### src/rtl/axil_pkg.sv
// Shared types for the AXI-lite write queue: FSM states, response codes and
// the queued command record (sized for the widest legal address/data).
package axil_pkg;

  localparam int AXIL_ADDR_MAX = 64;
  localparam int AXIL_DATA_MAX = 64;
  localparam int AXIL_STRB_MAX = AXIL_DATA_MAX / 8;

  localparam logic [1:0] OKAY   = 2'b00;
  localparam logic [1:0] EXOKAY = 2'b01;
  localparam logic [1:0] SLVERR = 2'b10;
  localparam logic [1:0] DECERR = 2'b11;

  typedef enum logic [1:0] {
    IDLE = 2'd0,
    SEND = 2'd1,
    RESP = 2'd2
  } wq_state_e;

  typedef struct packed {
    logic [AXIL_ADDR_MAX-1:0] addr;
    logic [AXIL_DATA_MAX-1:0] data;
    logic [AXIL_STRB_MAX-1:0] strb;
  } cmd_t;

endpackage

### src/rtl/axil_cmd_fifo.sv
// Synchronous command FIFO: power-of-two depth, wrapping pointers, occupancy out.
module axil_cmd_fifo #(
  parameter int WIDTH = 8,
  parameter int DEPTH = 4,
  localparam int PTR_W = $clog2(DEPTH)
) (
  input  logic             gclk,
  input  logic             grst_n,
  input  logic             push,
  input  logic [WIDTH-1:0] din,
  input  logic             pop,
  output logic [WIDTH-1:0] dout,
  output logic             full,
  output logic             empty,
  output logic [PTR_W:0]   level
);

  logic [WIDTH-1:0] mem [DEPTH];
  logic [PTR_W-1:0] wr_ptr, rd_ptr;
  logic             do_push, do_pop;

  assign do_push = push && !full;
  assign do_pop  = pop && !empty;
  assign full    = (level == (PTR_W+1)'(DEPTH));
  assign empty   = (level == '0);
  assign dout    = mem[rd_ptr];

  always_ff @(posedge gclk) begin
    if (do_push) mem[wr_ptr] <= din;
  end

  always_ff @(posedge gclk or negedge grst_n) begin
    if (!grst_n) begin
      wr_ptr <= '0;
      rd_ptr <= '0;
      level  <= '0;
    end else begin
      if (do_push) wr_ptr <= wr_ptr + PTR_W'(1);
      if (do_pop)  rd_ptr <= rd_ptr + PTR_W'(1);
      case ({do_push, do_pop})
        2'b10:   level <= level + (PTR_W+1)'(1);
        2'b01:   level <= level - (PTR_W+1)'(1);
        default: ;
      endcase
    end
  end

endmodule

### src/rtl/axil_write_queue.sv
// Queued AXI-lite write master: cfg writes are buffered and issued one at a time.
// Optional per-transaction watchdog enabled by defining AXIL_WR_TIMEOUT_EN.
module axil_write_queue
  import axil_pkg::*;
#(
  parameter int ADDR_W      = 32,
  parameter int DATA_W      = 32,
  parameter int FIFO_DEPTH  = 4,
  parameter int TIMEOUT_CYC = 1024
) (
  input  logic                          s_axi_aclk,
  input  logic                          s_axi_aresetn,
  input  logic                          s_axi_cfg_wvalid,
  output logic                          s_axi_cfg_wready,
  input  logic [ADDR_W-1:0]             s_axi_cfg_waddr,
  input  logic [DATA_W-1:0]             s_axi_cfg_wdata,
  input  logic [DATA_W/8-1:0]           s_axi_cfg_wstrb,
  output logic [ADDR_W-1:0]             s_axi_awaddr,
  output logic                          s_axi_awvalid,
  input  logic                          s_axi_awready,
  output logic [DATA_W-1:0]             s_axi_wdata,
  output logic [DATA_W/8-1:0]           s_axi_wstrb,
  output logic                          s_axi_wvalid,
  input  logic                          s_axi_wready,
  input  logic                          s_axi_bvalid,
  input  logic [1:0]                    s_axi_bresp,
  output logic                          s_axi_bready,
  output logic                          err_valid,
  output logic [1:0]                    err_resp,
  output logic [ADDR_W-1:0]             err_addr,
  output logic                          timeout,
  output logic                          busy,
  output logic [$clog2(FIFO_DEPTH):0]   level
);

  localparam int STRB_W = DATA_W / 8;

  wq_state_e         state, state_n;
  cmd_t              cmd_in, head, cmd_q;
  logic              full, empty, head_vis, rst_done;
  logic              push, pop, to_hit;
  logic              aw_n, w_n, b_n, err_n;
  logic [1:0]        err_resp_n;
  logic [ADDR_W-1:0] err_addr_n;

  assign s_axi_cfg_wready = rst_done && !full;
  assign push             = s_axi_cfg_wvalid && s_axi_cfg_wready;

  assign cmd_in = '{addr: AXIL_ADDR_MAX'(s_axi_cfg_waddr),
                    data: AXIL_DATA_MAX'(s_axi_cfg_wdata),
                    strb: AXIL_STRB_MAX'(s_axi_cfg_wstrb)};

  axil_cmd_fifo #(.WIDTH($bits(cmd_t)), .DEPTH(FIFO_DEPTH)) u_fifo (
    .gclk  (s_axi_aclk),
    .grst_n(s_axi_aresetn),
    .push  (push),
    .din   (cmd_in),
    .pop   (pop),
    .dout  (head),
    .full  (full),
    .empty (empty),
    .level (level)
  );

  assign s_axi_awaddr = ADDR_W'(cmd_q.addr);
  assign s_axi_wdata  = DATA_W'(cmd_q.data);
  assign s_axi_wstrb  = STRB_W'(cmd_q.strb);
  assign busy         = (state != IDLE) || (level != '0);

`ifdef AXIL_WR_TIMEOUT_EN
  localparam int TO_W = $clog2(TIMEOUT_CYC + 1);
  logic [TO_W-1:0] to_cnt;

  // Held at zero in IDLE, so it restarts from zero on every SEND entry.
  always_ff @(posedge s_axi_aclk or negedge s_axi_aresetn) begin
    if (!s_axi_aresetn)    to_cnt <= '0;
    else if (state == IDLE) to_cnt <= '0;
    else                    to_cnt <= to_cnt + TO_W'(1);
  end

  assign to_hit = (state != IDLE) && (to_cnt == TO_W'(TIMEOUT_CYC - 1));

  always_ff @(posedge s_axi_aclk or negedge s_axi_aresetn) begin
    if (!s_axi_aresetn) timeout <= 1'b0;
    else                timeout <= to_hit;
  end
`else
  assign to_hit  = 1'b0;
  assign timeout = 1'b0;
`endif

  always_comb begin
    state_n    = state;
    aw_n       = s_axi_awvalid;
    w_n        = s_axi_wvalid;
    b_n        = s_axi_bready;
    pop        = 1'b0;
    err_n      = 1'b0;
    err_resp_n = err_resp;
    err_addr_n = err_addr;
    case (state)
      // head_vis delays the pop one cycle so a fresh push settles first
      IDLE: if (!empty && head_vis) begin
        pop     = 1'b1;
        aw_n    = 1'b1;
        w_n     = 1'b1;
        state_n = SEND;
      end
      SEND: begin
        aw_n = s_axi_awvalid && !s_axi_awready;
        w_n  = s_axi_wvalid && !s_axi_wready;
        if (!aw_n && !w_n) begin
          b_n     = 1'b1;
          state_n = RESP;
        end
      end
      RESP: if (s_axi_bvalid) begin
        b_n     = 1'b0;
        state_n = IDLE;
        if (s_axi_bresp != OKAY) begin
          err_n      = 1'b1;
          err_resp_n = s_axi_bresp;
          err_addr_n = ADDR_W'(cmd_q.addr);
        end
      end
      default: state_n = IDLE;
    endcase
    if (to_hit) begin
      aw_n       = 1'b0;
      w_n        = 1'b0;
      b_n        = 1'b0;
      state_n    = IDLE;
      err_n      = 1'b1;
      err_resp_n = SLVERR;
      err_addr_n = ADDR_W'(cmd_q.addr);
    end
  end

  always_ff @(posedge s_axi_aclk or negedge s_axi_aresetn) begin
    if (!s_axi_aresetn) begin
      state         <= IDLE;
      s_axi_awvalid <= 1'b0;
      s_axi_wvalid  <= 1'b0;
      s_axi_bready  <= 1'b0;
      err_valid     <= 1'b0;
      err_resp      <= 2'b00;
      err_addr      <= '0;
      cmd_q         <= '0;
      head_vis      <= 1'b0;
      rst_done      <= 1'b0;
    end else begin
      state         <= state_n;
      s_axi_awvalid <= aw_n;
      s_axi_wvalid  <= w_n;
      s_axi_bready  <= b_n;
      err_valid     <= err_n;
      err_resp      <= err_resp_n;
      err_addr      <= err_addr_n;
      if (pop) cmd_q <= head;
      head_vis      <= !empty;
      rst_done      <= 1'b1;
    end
  end

endmodule
### config.mk
export PLATFORM = sky130hd
export DESIGN_NAME = axil_write_queue
export DESIGN_NICKNAME = d
export VERILOG_FILES = /design/src/rtl/axil_pkg.sv /design/src/rtl/axil_cmd_fifo.sv /design/src/rtl/axil_write_queue.sv
export SDC_FILE = /design/constraint.sdc
export NUM_CORES = 1
export LEC_CHECK = 0
export BUFFER_PORTS_ARGS = -buffer_cell sky130_fd_sc_hd__buf_2
export CORE_ASPECT_RATIO = 1.75
export CORE_MARGIN = 4
export CORE_UTILIZATION = 50
export DETAILED_ROUTE_END_ITERATION = 16
export GPL_TIMING_DRIVEN = 0
export PLACE_DENSITY_LB_ADDON = 0.3
export SLEW_MARGIN = 20
export SYNTH_ARGS = -nofsm -noshare
export SYNTH_HDL_FRONTEND = slang
export SYNTH_SLANG_ARGS = --single-unit
### constraint.sdc
create_clock -name s_axi_aclk -period 2.9 [get_ports s_axi_aclk]
set_clock_uncertainty 0.2 [all_clocks]
set_input_delay 0.145 -clock s_axi_aclk [delete_from_list [all_inputs] [get_ports s_axi_aclk]]
set_output_delay 0.145 -clock s_axi_aclk [all_outputs]
set_load 0.01 [all_outputs]
**Yosys cells after proc, flatten, opt, wreduce, memory -nomap -nowiden**

Memory sizes are Yosys's and may differ from the RTL's. A register that Yosys moved wholly into a read port is not among the register bits.
Index checks and enable logic that the tools add are counted.

- $add $sub $neg: 4
- Eq/ne operators: 8
- Mux-type cells: 18
- Reductions and logical operators: 28

Operator list:

| cell | count |
|---|---|
| 1-bit two-way mux | 10 |
| 2-bit nonzero test | 5 |
| 3-bit AND reduction | 3 |
| 1-bit logical AND | 8 |
| 1-bit logical NOT | 7 |
| 2-bit two-way mux | 3 |
| 2-bit inequality test (second input constant) | 3 |
| 1-bit case mux with 2 select lines | 3 |
| 2-bit case mux with 3 select lines | 1 |
| 3-bit case mux with 2 select lines | 1 |
| 2-bit by 1-bit adder with 2-bit output (second input constant) | 2 |
| 2-bit by 1-bit equality test with 1-bit output (second input constant) | 2 |
| 2-bit equality test (second input constant) | 2 |
| 3-bit by 1-bit adder with 3-bit output (second input constant) | 1 |
| 3-bit equality test (second input constant) | 1 |
| 3-bit logical NOT | 1 |
| 3-bit nonzero test | 1 |
| 3-bit by 1-bit subtractor with 3-bit output (second input constant) | 1 |
| 2-bit logical NOT | 1 |
| 2-bit AND reduction | 1 |
| 1-bit logical OR | 1 |

- Flip-flop bits (word level): 49
- Bits in writable memories: 272
- Input bits: 76
- Output and inout bits: 112
- Logic and storage cells: 71
- Memories kept: 1

Memories:

| memory | depth | bits a word | read ports | clocked after memory_dff | write ports | line | source |
|---|---|---|---|---|---|---|---|
| u_fifo.mem | 4 | 68 | 1 | 1 | 1 | axil_cmd_fifo.sv:18 | `logic [WIDTH-1:0] mem [DEPTH];` |

**Longest topological paths before layout**

- Depth after elaboration: 8
- Gate-level depth with buffers: 9
- Gate-level depth less buffers: 8

**Modules after synthesis**

Synthesis repeated with hierarchy kept, for this count alone.

- Cell total of the unflattened synthesis: 1002
- Area total of the unflattened synthesis: 24327.1 µm²

Modules (own cells, without submodules):

| module | instances | cells each | area each (µm²) | seq. area each (µm²) |
|---|---|---|---|---|
| axil_cmd_fifo | 1 | 749 | 20063.0 | 16510.8 |
| axil_write_queue | 1 | 253 | 4264.1 | 2752.6 |

**Worst setup path before layout**

Ideal clock, no wire load.

- Path kind: reg2reg
- Start: reg u_fifo.level[2]
- End: mem u_fifo.mem[0][0] (netlist bit) (enable)
- Setup time: 433 ps
- Data arrival time: 2439 ps
- Required time: 2267 ps
- Slack: -173 ps
- Cell stages (with the launch flop): 4
- Buffers on the path: 0
- Clock period less this slack: 3073 ps
- Path through: dfrtp_1 inv_1 o311a_1 and2_1

- Word-level cells in the longest chain between the ends: 7

Ends and longest elaborated chain:

| what | line | source |
|---|---|---|
| start: declaration | axil_cmd_fifo.sv:15 | `output logic [PTR_W:0] level` |
| start signal: assignment | axil_cmd_fifo.sv:41 | `2'b10: level <= level + (PTR_W+1)'(1);` |
| start signal: assignment | axil_cmd_fifo.sv:42 | `2'b01: level <= level - (PTR_W+1)'(1);` |
| 3-bit equality test (*) | axil_cmd_fifo.sv:24 | `assign full = (level == (PTR_W+1)'(DEPTH));` |
| 1-bit logical NOT (*) | axil_cmd_fifo.sv:22, axil_write_queue.sv:46 |  |
| 1-bit logical AND | axil_write_queue.sv:46 | `assign s_axi_cfg_wready = rst_done && !full;` |
| 1-bit logical AND | axil_write_queue.sv:47 | `assign push = s_axi_cfg_wvalid && s_axi_cfg_wready;` |
| 1-bit logical AND (*) | axil_cmd_fifo.sv:22 | `assign do_push = push && !full;` |
| 1-bit two-way mux (*) | axil_cmd_fifo.sv:29 | `if (do_push) mem[wr_ptr] <= din;` |
| 1-bit two-way mux (not written as such) (*) | axil_cmd_fifo.sv:29 |  |
| end: declaration | axil_cmd_fifo.sv:18 |  |

Every way passes the cells marked *; elsewhere a longest branch is shown, timed or not.

**Worst setup path after layout**

- Start: reg u_fifo.level[0]
- End: reg u_fifo.level[2]

- Word-level cells in the longest chain between the ends: 8
- Elaborated cells on any way between the ends: 17
- Those cells by class: 2 x add/sub; 3 x eq/ne; 3 x mux; 9 x reduce/logical

Ends and longest elaborated chain:

| what | line | source |
|---|---|---|
| 3-bit logical NOT (*) | axil_cmd_fifo.sv:25 | `assign empty = (level == '0);` |
| 1-bit logical NOT (*) | axil_cmd_fifo.sv:23, axil_write_queue.sv:103 |  |
| 1-bit logical AND | axil_write_queue.sv:103 | `IDLE: if (!empty && head_vis) begin` |
| 1-bit two-way mux | axil_write_queue.sv:103 |  |
| 1-bit two-way mux | axil_write_queue.sv:101 | `case (state)` |
| 1-bit logical AND (*) | axil_cmd_fifo.sv:23 | `assign do_pop = pop && !empty;` |
| via u_fifo.do_pop | axil_cmd_fifo.sv:20 | `logic do_push, do_pop;` |
| 2-bit by 1-bit equality test with 1-bit output / 2-bit equality test (equally long branches) | axil_cmd_fifo.sv:40 | `case ({do_push, do_pop})` |
| 3-bit case mux with 2 select lines / 2-bit nonzero test (equally long branches) | n/a |  |

Mark *: on every way through the listed nets, which the timed path passes. The rest lies on a longest branch.
A chain may end at the register's enable or synchronous reset.

==> results.toml <==
[route]
wl_um = 28100
viasPerCell = 5.21
drtAntennaViolNets = 0
firstDrtPassIters = 5
vias = 7054
drc_errors = 0
post_drt_wl_per_cell_um = 20.8
drt_iter0_markers = 312

[power]
leakage_nw = 6.97
clkPwrFrac_pct = 24.1
seq_power_share_pct = 41.3
swShare_pct = 28.3
powerDensity_mw_per_mm2 = 1050
p_int_w = 0.0138
p_switching_w = 0.00542
peakVddDrop_mv = 0.646
power_w = 0.0192
combPwrFrac_pct = 34.6

[floorplan]
io_pins = 188
die_width_um = 137
die-area_mm2 = 0.0322
dieHeight_um = 234
fp-row-count = 82
coreArea_mm2 = 0.0287
initial_core_util_pct = 51.0

[synthesis]
synth.avg_cell_area_um2 = 22.9
synth_xor_area_share_pct = 0.359
synth_top_family_by_area = "multiplexers"
syn_inst = 639
synth_seq_cells = 389
synth_fa_ha_area_share_pct = 0.564
synth_area_leaders = "edfxtp_1 56%, dfrtp_1 20%, mux4_2 10%"
yosysTopAreaCell = "edfxtp_1"
ys.warnings.count = 0
synth_nets = 721
syn_area_mm2 = 0.0146
synth_top_flop_cell = "edfxtp_1"
yosysSeqAreaShare_pct = 75.8
yosysTopAreaCellShare_pct = 55.8
synth-simple-area-share_pct = 0.786
synth_edf_count = 272
synth-compound-area-share_pct = 0.624
yosysUniqueCellTypes = 35
ys_async_sr_fraction_pct = 30.1
synth_mux_area_share_pct = 20.0

[global_route]
grt_pass1_wl_um = 44200
antenna_found_initial = 2
grt_max_degree = 85
use_met1_pct = 21.4
grt.busiest_layer = "met2"
grt-ovfl-total = 0
grtUsageTotal_pct = 18.3
met3_usage_pct = 3.24
grt_pass1_vias = 7739
use_met2_pct = 33.9

[critical_path]
worst-path-buf-inv = 2
worstSetupEndpointType = "flop"
crit_top_cell = "xnor2_1"
crit_fanout = 10
path_class = "flop to flop"
slowest_stage = "dfrtp_1"
worstSetupStartpointType = "flop"
cpPeakStageDelay_ps = 470
path_delay_family = "simple AND/OR/NAND/NOR gates"
path_cells = "or3_4 -> and3_4 -> buf_12 -> buf_8 -> ha_1 -> fa_1 -> xnor2_1 -> nor2_1 -> xnor2_1"
crit_required_ps = 3130
critPathArrivalTime_ps = 2920

[cts]
postCtsHoldBufs = 78
cts_setup_buffers = 0
cts_max_level = 2
clockBufferDepth = 3
clkLatencyLatePin_ps = 510
cts_resized = 0
cts-root-buf = "clkbuf_16"
clock-sinks = 389
cts_buffers = 35
cts_tree = "built"
cts.clk_slew.worst_paths_ps = 60

[sta]
fin_crit_ps = 2690
hold_viol_final = 0
setup_violations = 0
worstMarginPinSlew_ps = 774
period_share_pct = 92.7
final_max_slew_viol_count = 0
max_freq_ghz = 0.372
max-slew-margin-rel_pct = 48.4
grt_setup_unrepaired = "no"

[cells_and_area]
nNetsFinal = 1029
syn_to_final_growth_pct = 24.2
drive_above_1_share_pct = 45.6
fin_util_pct = 63.3

[job]
maxCapViolations = 0

[run_status]
outcome = "completed"

[place]
globalplace.congestion = 0.706
detailed_place_hpwl_um = 18000
port_buffers = 186

[worst_hold_path]
min_path_type = "input pin to flop"
cells by family (layout without fill, tap and decap cells):
family	after synthesis	count (layout)
buffers and inverters	35	369
multiplexers	170	170
other	2	4
flip-flops	389	389
adder cells (fa/ha/maj)	6	6
XOR/XNOR	6	6
AO/OA/AOI/OAI	12	12
AND/OR/NAND/NOR	19	19
synth_stat cells, types with 2 or more instances:
master / number
mux2_2: 37
a22o_1: 2
ha_1: 5
inv_1: 6
and2_1: 4
edfxtp_1: 272
nand4_1: 2
nand2b_1: 2
buf_2: 13
nor2_1: 3
mux4_2: 68
conb_1: 2
nand2_1: 3
a2bb2oi_1: 2
buf_12: 7
xnor2_1: 5
mux2_4: 65
o21ai_0: 2
dfrtp_1: 117
clkbuf_1: 7
through the flow:
step	worst slack, ps	cell area (µm²)	hold WS [ps]	std cells	TNS [ps]
floorplan	337	14700	-351	639	0
global placement	-272	16100	130	1203	-95630
detailed placement	201	16200	-162	1210	0
CTS	186	18200	121	1351	0
global route	55.1	18200	131	1353	0
finish	213	18200	147	1353	0
worst paths after layout:
path	cells after the start	endpoint	slack [ps]	startpoint
min in group asynchronous	4	err_resp[1]	520	s_axi_aresetn
max in group asynchronous	4	err_addr[30]	1530	s_axi_aresetn
max	9	u_fifo.level[2]	210	u_fifo.level[0]
min reg2reg	1	err_addr[21]	300	err_addr[21]
min	3	s_axi_awvalid	150	s_axi_awready
max reg2reg	9	u_fifo.level[2]	210	u_fifo.level[0]
power groups by stage:
stage / Combinational [W] / Sequential, W / Clock [W]
after floorplan: 0.00441 / 0.00826 / 0
after CTS: 0.00682 / 0.00794 / 0.00475
after global placement: 0.00650 / 0.00802 / 0
after detailed placement: 0.00670 / 0.00803 / 0
after global routing: 0.00719 / 0.00806 / 0.00498
final: 0.00664 / 0.00793 / 0.00462
metal layers:
layer / routed length, µm / vias up
met5: 0 / -
met4: 673 / 0
met3: 1160 / 47
met2: 15700 / 177
met1: 10600 / 3662
li1: - / 3168
layout make-up:
type	count	area, µm²
inverter	6	22.5
buffer	29	254
antenna	2	5.00
sequential	389	11100
clock inverter	10	98.8
clock buffer	53	1060
tap	378	473
multi-input combinational	215	3280
timing repair buffer	271	1890
fill	2017	10500
registers in the layout, indices dropped and copies added, names as in the netlist, 2 cells and up:
register       flops
err_addr          32
err_resp           2
s_axi_awaddr      32
s_axi_wdata       32
s_axi_wstrb        4
state              2
u_fifo.level       3
u_fifo.mem       272
u_fifo.rd_ptr      2
u_fifo.wr_ptr      2
cells in the final DEF (no fill, tap or decap), types with 6 or more instances in the layout:
| master | count |
|---|---|
| edfxtp_1 | 272 |
| dlygate4sd3_1 | 77 |
| clkbuf_1 | 15 |
| mux2_4 | 65 |
| inv_1 | 6 |
| clkbuf_16 | 38 |
| dfrtp_1 | 117 |
| buf_12 | 12 |
| mux4_2 | 68 |
| buf_2 | 198 |
| mux2_2 | 37 |
worst min-delay path, delay by kind of cell:
| family | cells | cell delay, ps |
|---|---|---|
| buffers and inverters | 2 | 620 |
| AOI/OAI and AO/OA | 1 | 50 |
Power figures use the tool's default switching activity.
